File: src/rtl/rand_arbiter.sv
// Round-robin arbiter that grants one requester at a time a pseudo-random roll.
// A 4-bit LFSR advances only while rolling; each completed roll is returned on
// o_data and recorded in a small per-requester history that can be read back.
module rand_arbiter #(
  parameter int unsigned NREQ     = 4,
  parameter int unsigned ROLL_CYC = 4,
  parameter logic [3:0]  SEED     = 4'd3
) (
  input  logic            i_clk,
  input  logic            i_rst_n,
  input  logic [NREQ-1:0] i_req,
  output logic [NREQ-1:0] o_gnt,
  output logic            o_valid,
  output logic [3:0]      o_data,
  output logic            o_busy,
  input  logic            i_prev_rd,
  input  logic [1:0]      i_prev_sel,
  output logic [3:0]      o_prev_data,
  output logic            o_prev_valid
);

  typedef enum logic [1:0] {StIdle, StRoll, StDone} state_e;

  state_e          state_q, state_d;
  logic [1:0]      ptr_q, ptr_d;
  logic [1:0]      winner_q, winner_d;
  logic [3:0]      cnt_q, cnt_d;
  logic [3:0]      lfsr_q, lfsr_d;
  logic [NREQ-1:0] gnt_q, gnt_d;
  logic [3:0]      data_q, data_d;
  logic [3:0]      hist_q [4];
  logic            hist_we;
  logic [3:0]      prev_data_q;
  logic            prev_valid_q;

  logic            rr_found;
  logic [1:0]      rr_win;
  logic [1:0]      rr_idx;

  // All-zero state would lock up, so it is forced back into the sequence.
  function automatic logic [3:0] lfsr_step(input logic [3:0] cur);
    if (cur == 4'd0) begin
      return 4'd12;
    end
    return {cur[0] ^ cur[3], cur[3:1]};
  endfunction

  // Round-robin search starting at ptr and wrapping modulo 4.
  always_comb begin
    rr_found = 1'b0;
    rr_win   = ptr_q;
    rr_idx   = '0;
    for (int i = 0; i < 4; i++) begin
      rr_idx = ptr_q + 2'(i);
      if (!rr_found && i_req[rr_idx]) begin
        rr_found = 1'b1;
        rr_win   = rr_idx;
      end
    end
  end

  // FSM next state, grant, counter, LFSR and result capture.
  always_comb begin
    state_d  = state_q;
    ptr_d    = ptr_q;
    winner_d = winner_q;
    cnt_d    = cnt_q;
    lfsr_d   = lfsr_q;
    gnt_d    = gnt_q;
    data_d   = data_q;
    hist_we  = 1'b0;
    case (state_q)
      StIdle: begin
        if (rr_found) begin
          state_d  = StRoll;
          winner_d = rr_win;
          gnt_d    = NREQ'(1) << rr_win;
          cnt_d    = 4'(ROLL_CYC - 1);
        end
      end
      StRoll: begin
        // The LFSR keeps stepping on an abort cycle; it is never rewound.
        lfsr_d = lfsr_step(lfsr_q);
        if (!i_req[winner_q]) begin
          state_d = StIdle;
          gnt_d   = '0;
          ptr_d   = winner_q + 2'd1;
        end else if (cnt_q == 4'd0) begin
          state_d = StDone;
          data_d  = lfsr_step(lfsr_q);
        end else begin
          cnt_d = cnt_q - 4'd1;
        end
      end
      StDone: begin
        hist_we = 1'b1;
        state_d = StIdle;
        gnt_d   = '0;
        ptr_d   = winner_q + 2'd1;
      end
      default: begin
        state_d = StIdle;
        gnt_d   = '0;
      end
    endcase
  end

  // State registers.
  always_ff @(posedge i_clk or negedge i_rst_n) begin
    if (!i_rst_n) begin
      state_q  <= StIdle;
      ptr_q    <= 2'd0;
      winner_q <= 2'd0;
      cnt_q    <= 4'd0;
      lfsr_q   <= SEED;
      gnt_q    <= '0;
      data_q   <= 4'd0;
    end else begin
      state_q  <= state_d;
      ptr_q    <= ptr_d;
      winner_q <= winner_d;
      cnt_q    <= cnt_d;
      lfsr_q   <= lfsr_d;
      gnt_q    <= gnt_d;
      data_q   <= data_d;
    end
  end

  // History storage and read port; a same-cycle read sees the old entry.
  always_ff @(posedge i_clk or negedge i_rst_n) begin
    if (!i_rst_n) begin
      for (int i = 0; i < 4; i++) begin
        hist_q[i] <= 4'd0;
      end
      prev_data_q  <= 4'd0;
      prev_valid_q <= 1'b0;
    end else begin
      if (hist_we) begin
        hist_q[winner_q] <= lfsr_q;
      end
      if (i_prev_rd) begin
        prev_data_q <= hist_q[i_prev_sel];
      end
      prev_valid_q <= i_prev_rd;
    end
  end

  // Output drive.
  always_comb begin
    o_gnt        = gnt_q;
    o_valid      = (state_q == StDone);
    o_data       = data_q;
    o_busy       = (state_q != StIdle);
    o_prev_data  = prev_data_q;
    o_prev_valid = prev_valid_q;
  end

endmodule

File: config.mk
export PLATFORM = sky130hd
export DESIGN_NAME = rand_arbiter
export DESIGN_NICKNAME = d
export VERILOG_FILES = /design/src/rtl/rand_arbiter.sv
export SDC_FILE = /design/constraint.sdc
export NUM_CORES = 1
export LEC_CHECK = 0
export CORE_MARGIN = 2
export CORE_UTILIZATION = 59
export CTS_CLUSTER_SIZE = 30
export DETAILED_ROUTE_END_ITERATION = 12
export PLACE_DENSITY = 0.92
export SLEW_MARGIN = 5
export SYNTH_ARGS = -nofsm -noshare
export SYNTH_HDL_FRONTEND = slang
export SYNTH_SLANG_ARGS = --single-unit
File: constraint.sdc
create_clock -name i_clk -period 2.95 [get_ports i_clk]
set_input_delay 0.4425 -clock i_clk [delete_from_list [all_inputs] [get_ports i_clk]]
set_output_delay 0.4425 -clock i_clk [all_outputs]
set_load 0.02 [all_outputs]
==> impl_metrics.toml, run 1 <==
[status]
status = "finished, final reports clean"

[timing]
fin_crit_sh_pct = 84.9
fin_ws_ps = 445
hold_viol = 0
report.final.setup_viol = 0
worst_pin_slew_ps = 916
clock_skew_ps = 18.9
maxSlewHeadroom_pct = 38.9
finalSetupTns_ps = 0
slew_violations = 0
max_freq_ghz = 0.399
rsz0062_at_grt = "no"
period_needed_ps = 2510

[synthesis]
synthXorXnorAreaFrac_pct = 0.421
synthAdderAreaFrac_pct = 3.61
synth_area_per_cell_sq_um = 12.2
synth_mux_area_share_pct = 20.1
yosys.area_share.simple_pct = 10.2
synth_area_sq_um = 2080
synth_seq_cells = 43
synth_top_family_by_area = "multiplexers"
syn_inst = 170
ys_seq_area_share_pct = 51.8
synth_warnings = 0
synth_nets = 185
synthDistinctLibCells = 45
synth_compound_area_share_pct = 9.92

[cts]
htreeDepth = 2
cts_resized = 0
numCtsBuffers = 5
tritoncts = "built"
clk_latency_ps = 360
postCtsSetupBuffers = 0
clock_path_buffers = 2
cts-hold-fix-buffers = 0
path_clk_slew_ps = 130
clock-sinks = 43
cts_root_buffer = "clkbuf_4"

[drt]
wl_per_cell_um = 17.9
drt_first_pass_iters = 6
wl_um = 4270
drc_errors = 0
drtIter0Drc = 113
vias = 1446
ant_nets = 0
viasPerCell = 6.05

[place]
dpl.hpwl_um = 3200
post_dp_cell_area_sq_um = 2330
port_buffers = 23
placed_cells = 231
place_ws_ps = 715
gp_congestion = 0.847

[job]
maxCapViolCount = 0

[critical_path]
cp.arrival_ps = 2060
path_cells = "nor2b_1 -> clkdlybuf4s50_1"
worstPathRequired_ps = 2510
worst-path-buf-inv = 1
cp_top_family = "buffers and inverters"
critPathSlowestCell = "clkdlybuf4s50_1"
crit_path_start_kind = "flop"
critical_path_class = "reg -> out"
cp_max_fo = 10
crit_path_max_incr_delay_ps = 690
cp-end-kind = "output port"

[finish]
final_nets = 207
insertedDiodeCount = 0
design_area_sq_um = 2390
final_common_cell = "dfrtp_1"
final.fill_count = 240
final_cell_mix = "dfrtp_1 (41), mux2_2 (22), clkdlybuf4s50_1 (22)"
synthToLayoutAreaGrowth_pct = 14.8
final_cell_count_no_fill = 239
drive_above_1_share_pct = 22.8

[grt]
antenna_found_initial = 0
grt_max_degree = 44
grt_pass1_vias = 1538
grt_pass1_wl_um = 7570
overflow = 0
grt.total_usage_pct = 24.9

[worst_hold_path]
hp-class = "in -> async"

[die]
rows = 21
die_y_um = 63.4
pin_count = 24
dieArea_sq_um = 4020
start_util_pct = 61.9
core_sq_um = 3360
die_w_um = 63.4

[power]
leakagePower_nw = 1.10
irDropWorstVdd_mv = 0.558
power_density_nw_per_um2 = 1010
total_power_mw = 2.40
-- metrics by stage --
| step | utilization [%] | hold slack (ps) |
|---|---|---|
| floorplan | - | 147 |
| global placement | 69.2 | 464 |
| detailed placement | 69.2 | 481 |
| CTS | 71.1 | 216 |
| global route | 71.1 | 267 |
| finish | 71.1 | 196 |
-- cell families after synthesis --
| group | after synthesis |
|---|---|
| fa+ha+maj | 6 |
| flops | 43 |
| xor+xnor | 1 |
| mux | 32 |
| simple gates | 37 |
| buf+inv | 20 |
| compound gates | 31 |
-- metal layers --
layer  wire length (um)  GRT usage, %
met1               1710          31.1
met2               2280          41.4
met3                210          5.00
met4                 67          12.0
met5                  0             0
-- registers in the layout, summed over array words and instances (netlist names) --
| name | flops |
|---|---|
| o_prev_data | 4 |
| lfsr_q | 4 |
| cnt_q | 4 |
| o_gnt | 4 |
| winner_q | 2 |
| state_q | 2 |
| o_data | 4 |
| o_prev_valid | 1 |
| hist_q | 16 |
| ptr_q | 2 |
-- cells in the mapped netlist (all sizes together) --
master / n / share of area [%]
a211o: 1 / 0.42
a21o: 1 / 0.36
a21oi: 6 / 1.4
a22oi: 1 / 0.36
a31oi: 1 / 0.30
a32o: 2 / 0.96
and2b: 1 / 0.36
buf: 5 / 1.3
clkbuf: 3 / 0.54
dfrtp: 41 / 49
dfstp: 2 / 2.5
ha: 6 / 3.6
inv: 12 / 2.2
mux2: 25 / 14
mux2i: 2 / 0.96
mux4: 5 / 5.4
nand2: 13 / 2.5
nand2b: 1 / 0.30
nand3: 3 / 0.96
nand3b: 1 / 0.96
nand4: 1 / 0.30
nor2: 7 / 1.4
nor2b: 2 / 0.60
nor3: 2 / 0.48
nor3b: 2 / 0.72
nor4: 1 / 0.60
o211ai: 1 / 0.36
o21ai: 8 / 1.9
o21bai: 1 / 0.36
o221ai: 2 / 0.84
o22a: 1 / 0.48
o22ai: 3 / 0.90
o31ai: 1 / 0.36
o32ai: 2 / 0.84
or2: 2 / 0.60
or3b: 1 / 0.42
xor2: 1 / 0.42
-- area by class of cell --
class	count	area [sq um]	share of cell area, %
clock buffers	7	55.1	2.30
clock inverters	1	8.76	0.366
inverters	12	45.0	1.88
multi-input cells	107	920	38.5
flip-flops and latches	43	1080	45.1
well taps	46	57.6	2.41
repair buffers	23	225	9.42
-- where the power goes --
group | internal [mW] | switching (mW) | total (mW) | leakage (nW)
combinational | 0.498 | 0.519 | 1.02 | 0.513
sequential | 0.837 | 0.247 | 1.08 | 0.553
clock | 0.118 | 0.184 | 0.302 | 0.0355
-- worst register-to-register path: stages, from the launching register on --
cell      delay, ps
dfrtp_1         410
inv_1           120
ha_1            160
or3b_1          430
nand3b_4        230
mux2_1          330
-- worst paths after layout --
check / from / endpoint / slack (ps) / depth (start not counted)
min reg2reg: o_data[1]$_DFFE_PN0P_ / o_data[1]$_DFFE_PN0P_ / 500 / 1
max in group asynchronous: i_rst_n / ptr_q[0]$_DFFE_PN0P_ / 2170 / 1
min in group i_clk: o_data[1]$_DFFE_PN0P_ / o_data[1]$_DFFE_PN0P_ / 500 / 1
max: state_q[1]$_DFFE_PN0P_ / o_valid / 440 / 2
max reg2reg: cnt_q[0]$_DFFE_PN0P_ / o_data[0]$_DFFE_PN0P_ / 1150 / 5
min: i_rst_n / o_prev_data[3]$_DFFE_PN0P_ / 200 / 1
No activity file was read; power rests on OpenSTA's default activity.
==> inputs of run 2 (changes only) <==
--- a/config.mk
+++ b/config.mk
@@ -6,10 +6,10 @@
 export NUM_CORES = 1
 export LEC_CHECK = 0
 export CORE_MARGIN = 2
-export CORE_UTILIZATION = 59
+export CORE_UTILIZATION = 50
 export CTS_CLUSTER_SIZE = 30
 export DETAILED_ROUTE_END_ITERATION = 12
-export PLACE_DENSITY = 0.92
+export PLACE_DENSITY = 0.84
 export SLEW_MARGIN = 5
 export SYNTH_ARGS = -nofsm -noshare
 export SYNTH_HDL_FRONTEND = slang
==> constraint.sdc (replaced) <==
create_clock -name i_clk -period 2.2 [get_ports i_clk]
set_input_delay 0.33 -clock i_clk [delete_from_list [all_inputs] [get_ports i_clk]]
set_output_delay 0.33 -clock i_clk [all_outputs]
set_load 0.02 [all_outputs]
==> run 2 against run 1 <==
Net effect: sequential power grew 31%; final cell count is 4.6% higher; critical path depth is the same; critical path type unchanged.
==> impl_metrics.toml, run 2 (synthesis results as in run 1) <==
[status]
status = "finished, final reports clean"

[critical_path]
crit_path_start_kind = "flop"
crit_path_max_incr_delay_ps = 670
cp_top_family = "buffers and inverters"
cp-end-kind = "output port"
critPathSlowestCell = "clkdlybuf4s50_1"
worst-path-buf-inv = 1
critical_path_class = "reg -> out"
cp_max_fo = 8
path_cells = "nor2b_1 -> clkdlybuf4s50_1"
cp.arrival_ps = 1750
worstPathRequired_ps = 1870

[cts]
htreeDepth = 2
postCtsSetupBuffers = 0
cts_root_buffer = "clkbuf_8"
clock-sinks = 43
tritoncts = "built"
clock_path_buffers = 2
clk_latency_ps = 290
numCtsBuffers = 5
cts_resized = 0
path_clk_slew_ps = 80
cts-hold-fix-buffers = 1

[timing]
maxSlewHeadroom_pct = 68.9
max_freq_ghz = 0.481
clock_skew_ps = 6.66
rsz0062_at_grt = "no"
period_needed_ps = 2080
report.final.setup_viol = 0
fin_crit_sh_pct = 94.5
hold_viol = 0
slew_violations = 0
finalSetupTns_ps = 0
worst_pin_slew_ps = 467

[finish]
insertedDiodeCount = 0
final.fill_count = 311
largest_reg_flops = 16
synthToLayoutAreaGrowth_pct = 19.2
final_nets = 215
drive_above_1_share_pct = 25.5
max_flop_register = "hist_q"
final_common_cell = "dfrtp_1"
final_cell_mix = "dfrtp_1 (41), mux2_2 (22), clkdlybuf4s50_1 (22)"

[die]
start_util_pct = 52.0
pin_count = 24
dieArea_sq_um = 4700
die_y_um = 68.5
core_sq_um = 4000
rows = 23
die_w_um = 68.5

[power]
p_comb_share_pct = 41.0
p_clk_share_pct = 15.4
p_sw_mw = 1.20
power_density_nw_per_um2 = 1310
p_seq_share_pct = 43.6
leakagePower_nw = 1.15
irDropWorstVdd_mv = 0.709
swShare_pct = 36.8
total_power_mw = 3.25
p_int_mw = 2.06

[grt]
grt.total_usage_pct = 19.0
grt_pass1_wl_um = 6380
grt_pass1_vias = 1420
grt_max_degree = 18
overflow = 0
antenna_found_initial = 0

[drt]
vias = 1379
drc_errors = 0
wl_um = 3740
drt_first_pass_iters = 4
ant_nets = 0
viasPerCell = 5.52
drtIter0Drc = 69
wl_per_cell_um = 14.9

[place]
port_buffers = 23
dpl.hpwl_um = 2790
gp_congestion = 0.798

[job]
maxCapViolCount = 0

[worst_hold_path]
hp-class = "in -> async"
run 2: cell count changes in the layout (fill, tap and decap cells not counted), sizes merged:
cell / delta
clkbuf: -1
buf: +7
dlygate4sd3: +1
run 2: power by group through the flow:
stage / registers (mW) / clock network, mW / logic, mW
6_report: 1.42 / 0.500 / 1.33
5_1_grt: 1.47 / 0.555 / 1.49
4_1_cts: 1.42 / 0.514 / 1.35
3_5_place_dp: 1.43 / 0 / 1.35
3_3_place_gp: 1.42 / 0 / 1.29
2_1_floorplan: 1.40 / 0 / 0.910
run 2: worst paths after layout:
| check | startpoint | to | slack (ps) | cells past startpoint |
|---|---|---|---|---|
| min in group i_clk | o_data[2]$_DFFE_PN0P_ | o_data[2]$_DFFE_PN0P_ | 490 | 2 |
| min | i_rst_n | hist_q[13]$_DFFE_PN0P_ | 480 | 2 |
| max reg2reg | cnt_q[0]$_DFFE_PN0P_ | o_data[1]$_DFFE_PN0P_ | 450 | 5 |
| max | state_q[0]$_DFFE_PN0P_ | o_valid | 120 | 2 |
| min reg2reg | o_data[2]$_DFFE_PN0P_ | o_data[2]$_DFFE_PN0P_ | 490 | 2 |
| max in group asynchronous | i_rst_n | lfsr_q[0]$_DFFE_PN1P_ | 1110 | 3 |
run 2: cell type report:
type                            instances  area (sq um)  share of cell area (%)
Clock inverter                          1          5.00                   0.202
Inverter                               12          45.0                    1.82
Clock buffer                            6          82.6                    3.33
Sequential cell                        43          1080                    43.5
Tap cell                               50          62.6                    2.52
Timing Repair Buffer                   31           288                    11.6
Multi-Input combinational cell        107           920                    37.1
run 2: stage by stage:
step                instance area [sq um]  hold WS, ps  util, %  worst slack (ps)  instances
floorplan                            2080         34.4        -               573        170
global placement                     2380          264     59.6               129        242
detailed placement                   2380          272     59.6               113        242
CTS                                  2480          479     62.0              88.9        250
global route                         2480          513     62.0              48.9        250
finish                               2480          482     62.0               122        250
run 2: worst reg2reg max path: cells and delay by family, from the launching register on:
family | cells | cell delay, ps
fa+ha+maj | 1 | 160
buf+inv | 1 | 120
flops | 1 | 390
mux | 1 | 340
simple gates | 2 | 640
run 2: metal layers:
| metal | up-vias | global-route usage, % | part of all wire, % |
|---|---|---|---|
| li1 | 663 | - | - |
| met1 | 662 | 23.3 | 43 |
| met2 | 41 | 31.3 | 50 |
| met3 | 13 | 5.36 | 4.7 |
| met4 | 0 | 8.25 | 2.7 |
| met5 | - | 0 | 0 |
